### config.mk
export PLATFORM = sky130hd
export DESIGN_NAME = uart_bus_ctrl
export DESIGN_NICKNAME = d
export VERILOG_FILES = /design/src/rtl/uart_bus_ctrl.sv
export SDC_FILE = /design/constraint.sdc
export NUM_CORES = 1
export LEC_CHECK = 0
export BUFFER_PORTS_ARGS = -buffer_cell sky130_fd_sc_hd__buf_2
export CAP_MARGIN = 10
export CORE_AREA = 4 4 77 72
export DETAILED_ROUTE_END_ITERATION = 8
export DIE_AREA = 0 0 81 76
export GPL_ROUTABILITY_DRIVEN = 0
export MAX_ROUTING_LAYER = met4
export PLACE_DENSITY = 0.75
export SYNTH_ARGS = -nofsm -noshare
export SYNTH_HDL_FRONTEND = slang
export SYNTH_SLANG_ARGS = --single-unit
### constraint.sdc
create_clock -name sysclk -period 1.7 [get_ports sysclk]
set_clock_uncertainty 0.05 [all_clocks]
set_input_delay 0.255 -clock sysclk [delete_from_list [all_inputs] [get_ports sysclk]]
set_output_delay 0.255 -clock sysclk [all_outputs]
set_load 0.05 [all_outputs]
### src/rtl/uart_bus_ctrl.sv
// Memory-mapped UART controller: TX handshake FSM, RX buffer, status, irq.
// Optional macro UART_RX_FIFO_EN selects a FIFO_DEPTH-entry RX FIFO.
module uart_bus_ctrl #(
   parameter logic [31:0] ADDR_TXD   = 32'h4000_0018,
   parameter logic [31:0] ADDR_RXD   = 32'h4000_001C,
   parameter logic [31:0] ADDR_CON   = 32'h4000_0020,
   parameter int          FIFO_DEPTH = 4
) (
   input  logic        sysclk,
   input  logic        reset,
   input  logic [31:0] addr,
   input  logic        rd,
   input  logic        wr,
   input  logic [31:0] wdata,
   output logic [31:0] rdata,
   output logic [7:0]  tx_data,
   output logic        tx_start,
   input  logic        tx_status,
   input  logic [7:0]  rx_data,
   input  logic        rx_valid,
   output logic        irq
);

   typedef enum logic [1:0] {
      S_IDLE,
      S_START,
      S_WAIT_ACK,
      S_WAIT_DONE
   } tx_state_t;

   tx_state_t  r_state;
   logic [7:0] r_tx_data;
   logic       r_tx_start;
   logic       r_tx_irq_en;
   logic       r_rx_irq_en;
   logic       r_tx_done;
   logic       r_rx_overrun;

   logic       w_sel_txd;
   logic       w_sel_rxd;
   logic       w_sel_con;
   logic       w_wr_txd;
   logic       w_wr_con;
   logic       w_rd_rxd;
   logic       w_rd_con;
   logic       w_tx_busy;
   logic       w_done_set;
   logic       w_rx_empty;
   logic       w_rx_full;
   logic [7:0] w_rx_head;
   logic       w_pop;
   logic       w_push;
   logic       w_ovf_set;
   logic       w_unused_wdata;

   assign w_sel_txd  = (addr == ADDR_TXD);
   assign w_sel_rxd  = (addr == ADDR_RXD);
   assign w_sel_con  = (addr == ADDR_CON);
   assign w_wr_txd   = wr & w_sel_txd;
   assign w_wr_con   = wr & w_sel_con;
   assign w_rd_rxd   = rd & w_sel_rxd;
   assign w_rd_con   = rd & w_sel_con;
   assign w_tx_busy  = (r_state != S_IDLE);
   assign w_done_set = (r_state == S_WAIT_DONE) & tx_status;

   // A full buffer still accepts a byte when the same edge pops one.
   assign w_pop      = w_rd_rxd & ~w_rx_empty;
   assign w_push     = rx_valid & (~w_rx_full | w_pop);
   assign w_ovf_set  = rx_valid & w_rx_full & ~w_pop;

   assign w_unused_wdata = ^wdata[31:8];

   // TX handshake sequencer with registered start pulse and data latch
   always_ff @(posedge sysclk or negedge reset) begin
      if (!reset) begin
         r_state    <= S_IDLE;
         r_tx_data  <= 8'h00;
         r_tx_start <= 1'b0;
      end else begin
         r_tx_start <= 1'b0;
         unique case (r_state)
            S_IDLE: begin
               if (w_wr_txd) begin
                  r_tx_data  <= wdata[7:0];
                  r_tx_start <= 1'b1;
                  r_state    <= S_START;
               end
            end
            S_START: begin
               r_state <= S_WAIT_ACK;
            end
            S_WAIT_ACK: begin
               if (!tx_status) r_state <= S_WAIT_DONE;
            end
            S_WAIT_DONE: begin
               if (tx_status) r_state <= S_IDLE;
            end
            default: r_state <= S_IDLE;
         endcase
      end
   end

   // Control enables and sticky status; a set on the same edge beats a read-clear
   always_ff @(posedge sysclk or negedge reset) begin
      if (!reset) begin
         r_tx_irq_en  <= 1'b0;
         r_rx_irq_en  <= 1'b0;
         r_tx_done    <= 1'b0;
         r_rx_overrun <= 1'b0;
      end else begin
         if (w_wr_con) begin
            r_tx_irq_en <= wdata[0];
            r_rx_irq_en <= wdata[1];
         end
         if (w_done_set)    r_tx_done <= 1'b1;
         else if (w_rd_con) r_tx_done <= 1'b0;
         if (w_ovf_set)     r_rx_overrun <= 1'b1;
         else if (w_rd_con) r_rx_overrun <= 1'b0;
      end
   end

`ifdef UART_RX_FIFO_EN
   localparam int PW = $clog2(FIFO_DEPTH);
   localparam int CW = $clog2(FIFO_DEPTH + 1);

   logic [7:0]    r_mem [FIFO_DEPTH];
   logic [PW-1:0] r_wptr;
   logic [PW-1:0] r_rptr;
   logic [CW-1:0] r_count;

   assign w_rx_empty = (r_count == '0);
   assign w_rx_full  = (r_count == CW'(FIFO_DEPTH));
   assign w_rx_head  = r_mem[r_rptr];

   // RX FIFO storage array, written at the tail
   always_ff @(posedge sysclk) begin
      if (w_push) r_mem[r_wptr] <= rx_data;
   end

   // RX FIFO pointers and occupancy
   always_ff @(posedge sysclk or negedge reset) begin
      if (!reset) begin
         r_wptr  <= '0;
         r_rptr  <= '0;
         r_count <= '0;
      end else begin
         if (w_push) r_wptr <= r_wptr + PW'(1);
         if (w_pop)  r_rptr <= r_rptr + PW'(1);
         if (w_push && !w_pop)      r_count <= r_count + CW'(1);
         else if (!w_push && w_pop) r_count <= r_count - CW'(1);
      end
   end
`else
   logic [7:0] r_hold;
   logic       r_hold_vld;
   logic       w_unused_depth;

   assign w_unused_depth = (FIFO_DEPTH == 0);
   assign w_rx_empty     = ~r_hold_vld;
   assign w_rx_full      = r_hold_vld;
   assign w_rx_head      = r_hold;

   // Single-byte RX holding register; push wins over pop
   always_ff @(posedge sysclk or negedge reset) begin
      if (!reset) begin
         r_hold     <= 8'h00;
         r_hold_vld <= 1'b0;
      end else if (w_push) begin
         r_hold     <= rx_data;
         r_hold_vld <= 1'b1;
      end else if (w_pop) begin
         r_hold_vld <= 1'b0;
      end
   end
`endif

   // Combinational read mux, zero unless a register is selected
   always_comb begin
      rdata = 32'h0;
      if (rd) begin
         unique case (1'b1)
            w_sel_txd: rdata = {24'h0, r_tx_data};
            w_sel_rxd: rdata = w_rx_empty ? 32'h0 : {24'h0, w_rx_head};
            w_sel_con: rdata = {26'h0, r_rx_overrun, w_tx_busy,
                                ~w_rx_empty, r_tx_done,
                                r_rx_irq_en, r_tx_irq_en};
            default:   rdata = 32'h0;
         endcase
      end
   end

   assign tx_data  = r_tx_data;
   assign tx_start = r_tx_start;
   assign irq      = (r_tx_irq_en & r_tx_done) | (r_rx_irq_en & ~w_rx_empty);

endmodule
* After elaboration in Yosys (flattened, before gate mapping)
Index checks and enable logic that the tools add are counted.
** Word-level totals
- Logic and storage cells :: 54
- Bits in registers :: 24
** Operators by class
- Bitwise operators :: 15
- Reduce and logical (&&, ||, !) cells :: 7
- Mux-type cells :: 14
- Eq/ne operators :: 9
** Operator list (number)
- 32-bit by 31-bit == test with 1-bit output (second input constant) :: 3
- 8-bit case mux with 3 select lines :: 1
- 8-bit 2-to-1 mux :: 2
- 1-bit bitwise AND :: 11
- 2-bit case mux with 4 select lines :: 1
- 2-bit nonzero test :: 4
- 1-bit 2-to-1 mux :: 7
- 2-bit 2-to-1 mux :: 3
- 2-bit != test (second input constant) :: 3
- 2-bit == test (second input constant) :: 2
- 3-bit AND reduction :: 1
- 2-bit by 1-bit == test with 1-bit output (second input constant) :: 1
- 2-bit zero test :: 1
- 1-bit NOT :: 2
- 1-bit bitwise OR :: 2
- 2-bit AND reduction :: 1

* Logic depth before layout (Yosys ltp)
Gate-level depths: netlist (run 1).
- Depth in word-level cells :: 6
- Gate-level depth with buffers :: 6

* Worst setup path before layout (run 1)
No wires, ideal clock.
- Path type :: input-to-output
- From :: input port addr[29]
- To :: output port rdata[0]
- Cell stages on the path :: 5
- Arrival :: 2.049 ns
- Setup slack :: -0.654 ns
- Required time :: 1.395 ns
- Buffers on the path :: 1
- Cell sequence :: nor4b_1 -> and4_1 -> buf_2 -> nand3_1 -> nor2_1
** On the way
- Cells in the longest elaborated chain, start to end :: 3
** RTL lines
- start: declaration :: line 11 : input logic [31:0] addr,
- 32-bit by 31-bit == test with 1-bit output (on tied branches) :: line 58, 56, 57
- 8-bit case mux with 3 select lines * :: line 181 : unique case (1'b1)
- 8-bit 2-to-1 mux * :: line 180 : if (rd) begin
- end: declaration :: line 15 : output logic [31:0] rdata,
Every way passes the cells marked *; elsewhere a longest branch is shown, timed or not.

* Final worst setup path (run 1)
- From :: register r_state[0]
- To :: output port rdata[4]
** On the way
- Cells in the longest elaborated chain, start to end :: 3
** RTL lines
- start: declaration :: line 31 : tx_state_t r_state;
- start signal: assignment :: line 76 : r_state <= S_IDLE;
- start signal: assignment :: line 86 : r_state <= S_START;
- start signal: assignment :: line 90 : r_state <= S_WAIT_ACK;
- 2-bit nonzero test :: line 63 : assign w_tx_busy = (r_state != S_IDLE);
- 8-bit case mux with 3 select lines :: line 181
- 8-bit 2-to-1 mux :: line 180
Every way passes these cells.

==> flow_metrics.env, run 1 <==
export IMPL_status="complete, but fails checks"
export IMPL_violations="negative setup slack"
export IMPL_fp_coreArea_um2=4740
export IMPL_path_max_fanout=2
export IMPL_grt_max_degree=25
export IMPL_nNetsFinal=379
export IMPL_avgSynthCellArea_um2=9.31
export IMPL_synth_largest_area_cell="dfrtp_1"
export IMPL_combPwrFrac_pct=46.2
export IMPL_synthTopCellsByCount="24 x buf_4, 24 x dfrtp_1, 21 x nand3_1"
export IMPL_fin_crit_sh_pct=113
export IMPL_yosysWarnings=0
export IMPL_timing_final_crit_period_ns=1.92
export IMPL_p_int_mw=1.23
export IMPL_pin_count=120
export IMPL_reg2reg_slack_ns=-0.09
export IMPL_hp_class="input pin to flip-flop"
export IMPL_max_cap_violations=0
export IMPL_finish_utilization_pct=61.2
export IMPL_port_buffers=71
export IMPL_slew_violations=0
export IMPL_fin_hold_ws_ns=0.160
export IMPL_clock_power_share_pct=21.3
export IMPL_synth_area_um2=1740
export IMPL_reg2reg_from="r_state[0]$_DFFE_PN0P_"
export IMPL_cp_common_cell="inv_2"
export IMPL_regArea_um2=601
export IMPL_min_path_cells=2
export IMPL_synth_edf_count=0
export IMPL_hpwl_um=4050
export IMPL_path_class="flip-flop to output pin"
export IMPL_start_util_pct=36.7
export IMPL_vias_per_cell=5.33
export IMPL_p_sw_mw=0.662
export IMPL_cts_buffers=3
export IMPL_synth_seq_cells=24
export IMPL_die_width_um=81
export IMPL_place_area_um2=2480
export IMPL_syn_to_final_growth_pct=66.9
export IMPL_routed_wirelength_um=5740
export IMPL_core_rowCount=24
export IMPL_cellPowerDensity_nw_per_um2=652
export IMPL_dr_pass1_iters=5
export IMPL_antenna_violating_nets_post_route=0
export IMPL_worstPathArrival_ns=1.61
export IMPL_drcViolationCount=0
export IMPL_synth_top_area_share_pct=34.5
export IMPL_crit_slowest_cell="dfrtp_1"
export IMPL_cpPeakStageDelay_ns=0.40
export IMPL_ir_drop_mv=0.383
export IMPL_path_cells="inv_2 > ha_4 > inv_2 > a222oi_1 > buf_4 > nor2_4 > buf_6"
export IMPL_r2r_cells=8
export IMPL_grt_pass1_vias=1785
export IMPL_drive_above_1_share_pct=55.9
export IMPL_grt_pass1_wl_um=8490
export IMPL_rsz0062_at_grt="true"
export IMPL_cts_sinks=24
export IMPL_clockBufferDepth=2
export IMPL_clock_latency_ns=0.27
export IMPL_setup_viol=16
export IMPL_swShare_pct=35.0
export IMPL_power_total_mw=1.89
export IMPL_drt_iter0_drc=114
export IMPL_yosysUniqueCellTypes=39
export IMPL_p_leak_nw=1.33
export IMPL_min_from="wdata[5]"
export IMPL_r2r_end="tx_data[2]$_DFFE_PN0P_"
export IMPL_vias=1929
export IMPL_place_ws_ns=-0.255
export IMPL_worst_pin_slew_ns=0.573
export IMPL_seqPwrFrac_pct=32.5
export IMPL_fin_cells=362
export IMPL_yosys_most_used_dff="dfrtp_1"
export IMPL_cp_top_family="buffers and inverters"
export IMPL_seq_area_frac_synth_pct=34.5
export IMPL_finalHoldViolCount=0
export IMPL_path_buf_inv=4
export IMPL_cts_reportedPaths_clkPinSlew_ns=0.09
export IMPL_place_inst=342
export IMPL_setup_slack_ns=-0.216
export IMPL_fp_dieH_um=76
export IMPL_synthArstFlopShare_pct=100
export IMPL_holdPathEnd="tx_data[5]$_DFFE_PN0P_"
export IMPL_grt_remaining_overflow=0
export IMPL_n_fill_cell=412
export IMPL_die_area_um2=6160
export IMPL_wire_per_inst_um=15.9
export IMPL_synthTopCellsByArea="dfrtp_1 35%, buf_4 10%, mux2_2 6.5%"
export IMPL_required_ns=1.39
export IMPL_htree_levels=1
export IMPL_start_kind="flip-flop"
export IMPL_cp_end_kind="output pin"
export IMPL_cts_tree="yes"
export IMPL_clock_fmax_mhz=522
export IMPL_gr_usage_all_layers_pct=17.8
export IMPL_root_buffer="clkbuf_8"
export IMPL_stdcell_area_um2=2900
export IMPL_tns_ns=-1.48
export IMPL_antenna_cells=0
export IMPL_multi_input_area_um2=1330
export IMPL_antenna_found_initial=0
export IMPL_synthCells=187
export IMPL_slew_headroom_pct=61.8
==> registers in the layout, indices dropped and copies added, names as in the netlist <==
signal and count:
r_hold 8, r_state 2, r_rx_irq_en 1, r_tx_irq_en 1
r_hold_vld 1, r_tx_done 1, tx_start 1, r_rx_overrun 1
tx_data 8
==> cell usage in the layout, fill, tap and decap left out, drive strengths merged <==
cell type,n
a221oi,8
a222oi,5
o32ai,1
mux2,10
a21oi,1
nand3,21
dlygate4sd3,1
inv,4
a21o,3
and4b,1
a22o,2
buf,115
mux2i,1
nor4,8
conb,24
clkbuf,4
nor4bb,1
a22oi,3
or4b,1
and4,3
nand2,4
and3,16
a32o,1
and2,1
nor4b,2
nand4,2
clkinv,1
a311oi,1
nor2b,1
ha,3
o211ai,9
nand3b,1
a31oi,1
dfrtp,24
nand4b,1
nor2,12
==> timing repair <==
| item | CTS | global route |
|---|---|---|
| hold endpoints to repair | 24 | 0 |
| pin swaps | 14 | 18 |
| setup endpoints to repair | 16 | 19 |
| hold buffers | 1 | 0 |
| setup buffers | 8 | 7 |
| resized for setup | 36 | 29 |
==> power by group through the flow <==
stage                     clock, mW  combinational, mW  sequential (mW)
after floorplan                   0              0.400            0.628
after global routing          0.436              0.949            0.617
after detailed placement          0              0.638            0.622
final                         0.403              0.875            0.616
after CTS                     0.411              0.746            0.615
after global placement            0              0.616            0.621
==> kinds of logic (layout without fill, tap and decap cells) <==
logic type | after synthesis | in the layout | synth area share (%)
compound gates | 35 | 35 | 16.6
fa+ha+maj | 3 | 3 | 2.16
buf+inv | 38 | 125 | 13.4
flops | 24 | 24 | 34.5
mux | 11 | 11 | 7.05
other cells | 1 | 24 | 0.215
simple gates | 75 | 75 | 26.0
==> area by class of cell <==
class	count	share of cell area, %
inverter	5	0.646
timing repair buffer	116	28.2
tap	65	2.80
sequential	24	20.7
clock buffer	4	1.90
multi-input combinational	148	45.8
==> metal layers <==
metal	track usage [%]	routed length [µm]	share of wire, %	vias to the layer above
met1	21.9	2280	40	940
met5	-	0	0	-
met2	29.7	2990	52	84
met3	2.72	406	7.1	6
li1	-	-	-	899
met4	5.24	68	1.2	0
==> worst max path at each step <==
| stage | from | end | slack [ns] | depth (start not counted) |
|---|---|---|---|---|
| after floorplan | addr[29] | rdata[0] | -0.07 | 5 |
| after global placement | addr[3] | rdata[5] | -0.22 | 7 |
| after detailed placement | addr[2] | tx_data[2]$_DFFE_PN0P_ | -0.26 | 6 |
| after CTS | r_state[0]$_DFFE_PN0P_ | rdata[4] | -0.22 | 7 |
| after global routing | r_state[0]$_DFFE_PN0P_ | rdata[4] | -0.34 | 7 |
| final | r_state[0]$_DFFE_PN0P_ | rdata[4] | -0.22 | 7 |
Note: power is estimated with default switching activity, not from simulation.
==> run 2: changes to the inputs <==
==> constraint.sdc (replaced) <==
create_clock -name sysclk -period 1.7 [get_ports sysclk]
set_clock_uncertainty 0.05 [all_clocks]
set_input_delay 0.17 -clock sysclk [delete_from_list [all_inputs] [get_ports sysclk]]
set_output_delay 0.17 -clock sysclk [all_outputs]
set_load 0.05 [all_outputs]
==> flow_metrics.env, run 2 (synthesis results as in run 1) <==
export IMPL_timing_final_crit_period_ns=1.83
export IMPL_n_fill_cell=437
export IMPL_cts_reportedPaths_clkPinSlew_ns=0.10
export IMPL_grt_pass1_vias=1853
export IMPL_path_class="flip-flop to output pin"
export IMPL_cts_buffers=3
export IMPL_max_cap_violations=0
export IMPL_core_rowCount=24
export IMPL_path_max_fanout=3
export IMPL_gr_usage_all_layers_pct=18.3
export IMPL_cts_tree="yes"
export IMPL_routed_wirelength_um=5800
export IMPL_clock_fmax_mhz=547
export IMPL_fp_dieH_um=76
export IMPL_drt_iter0_drc=111
export IMPL_drcViolationCount=0
export IMPL_antenna_cells=0
export IMPL_place_area_um2=2430
export IMPL_fp_coreArea_um2=4740
export IMPL_hpwl_um=4130
export IMPL_clockBufferDepth=2
export IMPL_grt_pass1_wl_um=8840
export IMPL_violations="negative setup slack"
export IMPL_required_ns=1.48
export IMPL_die_area_um2=6160
export IMPL_fin_crit_sh_pct=107
export IMPL_p_leak_nw=1.22
export IMPL_vias=1872
export IMPL_rsz0062_at_grt="true"
export IMPL_power_total_mw=1.81
export IMPL_die_width_um=81
export IMPL_grt_max_degree=25
export IMPL_start_util_pct=36.7
export IMPL_dr_pass1_iters=4
export IMPL_place_ws_ns=-0.168
export IMPL_port_buffers=71
export IMPL_vias_per_cell=5.30
export IMPL_finish_utilization_pct=56.9
export IMPL_worst_pin_slew_ns=0.582
export IMPL_status="complete, but fails checks"
export IMPL_clock_latency_ns=0.28
export IMPL_cts_sinks=24
export IMPL_pin_count=120
export IMPL_antenna_violating_nets_post_route=0
export IMPL_drive_above_1_share_pct=54.2
export IMPL_hp_class="input pin to flip-flop"
export IMPL_slew_violations=0
export IMPL_setup_viol=1
export IMPL_syn_to_final_growth_pct=55.2
export IMPL_stdcell_area_um2=2700
export IMPL_nNetsFinal=370
export IMPL_slew_headroom_pct=61.2
export IMPL_grt_remaining_overflow=0
export IMPL_root_buffer="clkbuf_8"
export IMPL_ir_drop_mv=0.408
export IMPL_htree_levels=1
export IMPL_cp_end_kind="output pin"
export IMPL_finalHoldViolCount=0
export IMPL_antenna_found_initial=0
export IMPL_fin_hold_ws_ns=0.0669
export IMPL_wire_per_inst_um=16.4
export IMPL_worstPathArrival_ns=1.61
export IMPL_cellPowerDensity_nw_per_um2=670
export IMPL_final_common_cell="buf_2"
export IMPL_layout_common_cells="62 x buf_2, 33 x buf_4, 24 x conb_1, 24 x dfrtp_1, 20 x nand3_1"
export IMPL_setup_slack_ns=-0.127
export IMPL_start_kind="flip-flop"
run 2: stage by stage:
stage / TNS (ns) / cells
floorplan: -0.198 / 210
global placement: -2.75 / 343
detailed placement: -2.71 / 343
CTS: -0.170 / 354
global route: -0.507 / 353
finish: -0.127 / 353
run 2: critical path: stages, from the launching register on:
cell      delay, ns
dfrtp_1        0.40
inv_2          0.08
ha_4           0.15
inv_2          0.03
a222oi_1       0.31
buf_4          0.18
nor2_4         0.03
buf_6          0.14
run 2: area by class of cell:
class / instances / area (µm²) / area share, %
Timing Repair Buffer: 107 / 716 / 26.5
Clock buffer: 4 / 55.1 / 2.04
Multi-Input combinational cell: 148 / 1230 / 45.5
Tap cell: 65 / 81.3 / 3.01
Inverter: 5 / 18.8 / 0.695
Sequential cell: 24 / 601 / 22.2
run 2: timing repair:
item                       in CTS  in global routing
gates resized for setup        24                 18
buffers inserted                6                  1
hold buffers                    1                  0
hold endpoints to repair       24                  0
setup endpoints to repair      16                 18
pin swaps                       8                 11
run 2: path summary, 6_finish.rpt:
check | startpoint | to | slack (ns) | depth (start not counted)
max in group asynchronous | reset | r_hold[7]$_DFFE_PN0P_ | 0.84 | 2
worst max-delay path | r_state[1]$_DFFE_PN0P_ | rdata[4] | -0.13 | 7
worst min-delay path | wdata[4] | tx_data[4]$_DFFE_PN0P_ | 0.07 | 2
worst max register to register | r_state[0]$_DFFE_PN0P_ | r_state[1]$_DFFE_PN0P_ | 0.11 | 7
worst min register to register | r_rx_overrun$_DFFE_PN0P_ | r_rx_overrun$_DFFE_PN0P_ | 0.46 | 1
min in group asynchronous | reset | r_state[0]$_DFFE_PN0P_ | 0.36 | 2
run 2: power breakdown:
part | internal [mW] | switching [mW]
Clock | 0.207 | 0.196
Combinational | 0.366 | 0.424
Sequential | 0.599 | 0.0176
run 2: layer usage:
layer / GRT usage (%) / vias to the layer above / wire length (µm)
li1: - / 881 / -
met4: 3.55 / 0 / 11
met3: 3.43 / 2 / 488
met5: - / - / 0
met1: 22.7 / 911 / 2290
met2: 31.0 / 78 / 3000
==> run 3: changes to the inputs <==
Settings changed: BUFFER_PORTS_ARGS -buffer_cell sky130_fd_sc_hd__buf_2 to -buffer_cell sky130_fd_sc_hd__clkbuf_2.
==> flow_metrics.env, run 3 (synthesis results as in run 1) <==
export IMPL_fp_coreArea_um2=4740
export IMPL_slew_violations=0
export IMPL_die_width_um=81
export IMPL_drt_iter0_drc=105
export IMPL_cts_buffers=3
export IMPL_routed_wirelength_um=5700
export IMPL_required_ns=1.79
export IMPL_cp_end_kind="flip-flop"
export IMPL_vias_per_cell=5.35
export IMPL_crit_slowest_cell="dfrtp_1"
export IMPL_htree_levels=1
export IMPL_ir_drop_mv=0.496
export IMPL_setup_viol=13
export IMPL_grt_remaining_overflow=0
export IMPL_violations="negative setup slack"
export IMPL_status="complete, but fails checks"
export IMPL_cts_tree="yes"
export IMPL_path_max_fanout=3
export IMPL_port_buffers=71
export IMPL_grt_pass1_vias=1805
export IMPL_antenna_cells=0
export IMPL_final_common_cell="clkbuf_2"
export IMPL_grt_pass1_wl_um=8590
export IMPL_die_area_um2=6160
export IMPL_vias=1904
export IMPL_dr_pass1_iters=4
export IMPL_path_cells="inv_2 > buf_4 > buf_4 > ha_1 > mux2i_2 > nor2_1 > a311oi_1 > o211ai_1"
export IMPL_core_rowCount=24
export IMPL_pin_count=120
export IMPL_cp_common_cell="buf_4"
export IMPL_fin_hold_ws_ns=0.0698
export IMPL_finish_utilization_pct=58.3
export IMPL_grt_max_degree=25
export IMPL_cts_sinks=24
export IMPL_fp_dieH_um=76
export IMPL_worstPathArrival_ns=1.95
export IMPL_syn_to_final_growth_pct=59.0
export IMPL_antenna_violating_nets_post_route=0
export IMPL_hpwl_um=4220
export IMPL_cts_reportedPaths_clkPinSlew_ns=0.10
export IMPL_worst_pin_slew_ns=0.633
export IMPL_setup_slack_ns=-0.166
export IMPL_fin_crit_sh_pct=110
export IMPL_path_class="flip-flop to flip-flop"
export IMPL_timing_final_crit_period_ns=1.87
export IMPL_cellPowerDensity_nw_per_um2=669
export IMPL_nNetsFinal=373
export IMPL_cpPeakStageDelay_ns=0.38
export IMPL_wire_per_inst_um=16.0
export IMPL_antenna_found_initial=0
export IMPL_max_cap_violations=0
export IMPL_start_util_pct=36.7
export IMPL_rsz0062_at_grt="true"
export IMPL_drive_above_1_share_pct=54.0
export IMPL_hp_class="input pin to flip-flop"
export IMPL_drcViolationCount=0
export IMPL_clock_latency_ns=0.27
export IMPL_layout_common_cells="63 x clkbuf_2, 36 x buf_4, 24 x conb_1, 24 x dfrtp_1, 20 x nand3_1"
export IMPL_clock_fmax_mhz=536
export IMPL_clockBufferDepth=2
export IMPL_root_buffer="clkbuf_8"
export IMPL_finalHoldViolCount=0
export IMPL_start_kind="flip-flop"
export IMPL_p_leak_nw=1.27
export IMPL_gr_usage_all_layers_pct=17.6
export IMPL_slew_headroom_pct=57.8
[run 3: cell count changes in the layout (fill, tap and decap cells not counted), sizes merged]
cell,previous run,this run
buf,106,46
clkbuf,4,67
[run 3: final cells by class]
cell class / instances / area, µm²
fillers: 430 / 1980
multi-input cells: 148 / 1220
repair buffers: 110 / 787
flip-flops and latches: 24 / 601
well taps: 65 / 81.3
clock buffers: 4 / 55.1
inverters: 5 / 21.3
[run 3: final timing paths]
path | start | depth (start not counted) | slack (ns) | to
max in group asynchronous | reset | 2 | 0.78 | r_hold[0]$_DFFE_PN0P_
max | r_state[0]$_DFFE_PN0P_ | 8 | -0.17 | r_state[1]$_DFFE_PN0P_
max reg2reg | r_state[0]$_DFFE_PN0P_ | 8 | -0.17 | r_state[1]$_DFFE_PN0P_
min in group asynchronous | reset | 2 | 0.39 | r_state[1]$_DFFE_PN0P_
min | wdata[4] | 2 | 0.07 | tx_data[4]$_DFFE_PN0P_
min reg2reg | r_rx_overrun$_DFFE_PN0P_ | 1 | 0.47 | r_rx_overrun$_DFFE_PN0P_
[run 3: layer usage]
layer | GRT usage [%] | vias to the layer above | part of all wire (%) | routed length, µm
met5 | - | - | 0 | 0
met4 | 3.38 | 0 | 0.68 | 39
met3 | 3.43 | 4 | 9.0 | 513
met2 | 29.1 | 93 | 51 | 2940
met1 | 22.4 | 920 | 39 | 2210
li1 | - | 887 | - | -
[run 3: where the power goes]
group	total [mW]	switching (mW)	internal (mW)
Sequential	0.617	0.0180	0.599
Combinational	0.827	0.449	0.378
Clock	0.407	0.200	0.207
[run 3: critical path: cells and delay by family, from the launching register on]
family / cells / cell delay, ns
compound gates: 2 / 0.48
fa+ha+maj: 1 / 0.22
buf+inv: 3 / 0.31
flops: 1 / 0.38
mux: 1 / 0.22
simple gates: 1 / 0.07
[run 3: repair_timing]
action / CTS / global route
hold buffers: 1 / 0
endpoints found under the hold margin: 24 / 0
gates resized for setup: 13 / 8
setup buffers: 5 / 5
endpoints found under the setup margin: 17 / 17
pin swaps: 13 / 10
[run 3: through the flow]
| step | worst slack, ns | setup TNS [ns] | cell area [µm²] | std cells | power (mW) |
|---|---|---|---|---|---|
| after floorplan | -0.0247 | -0.198 | 1990 | 210 | 1.03 |
| after global placement | -0.142 | -2.27 | 2540 | 342 | 1.18 |
| after detailed placement | -0.160 | -2.62 | 2540 | 342 | 1.21 |
| after CTS | -0.147 | -0.297 | 2690 | 352 | 1.74 |
| after global routing | -0.212 | -2.34 | 2770 | 356 | 1.93 |
| final | -0.166 | -1.30 | 2770 | 356 | 1.85 |
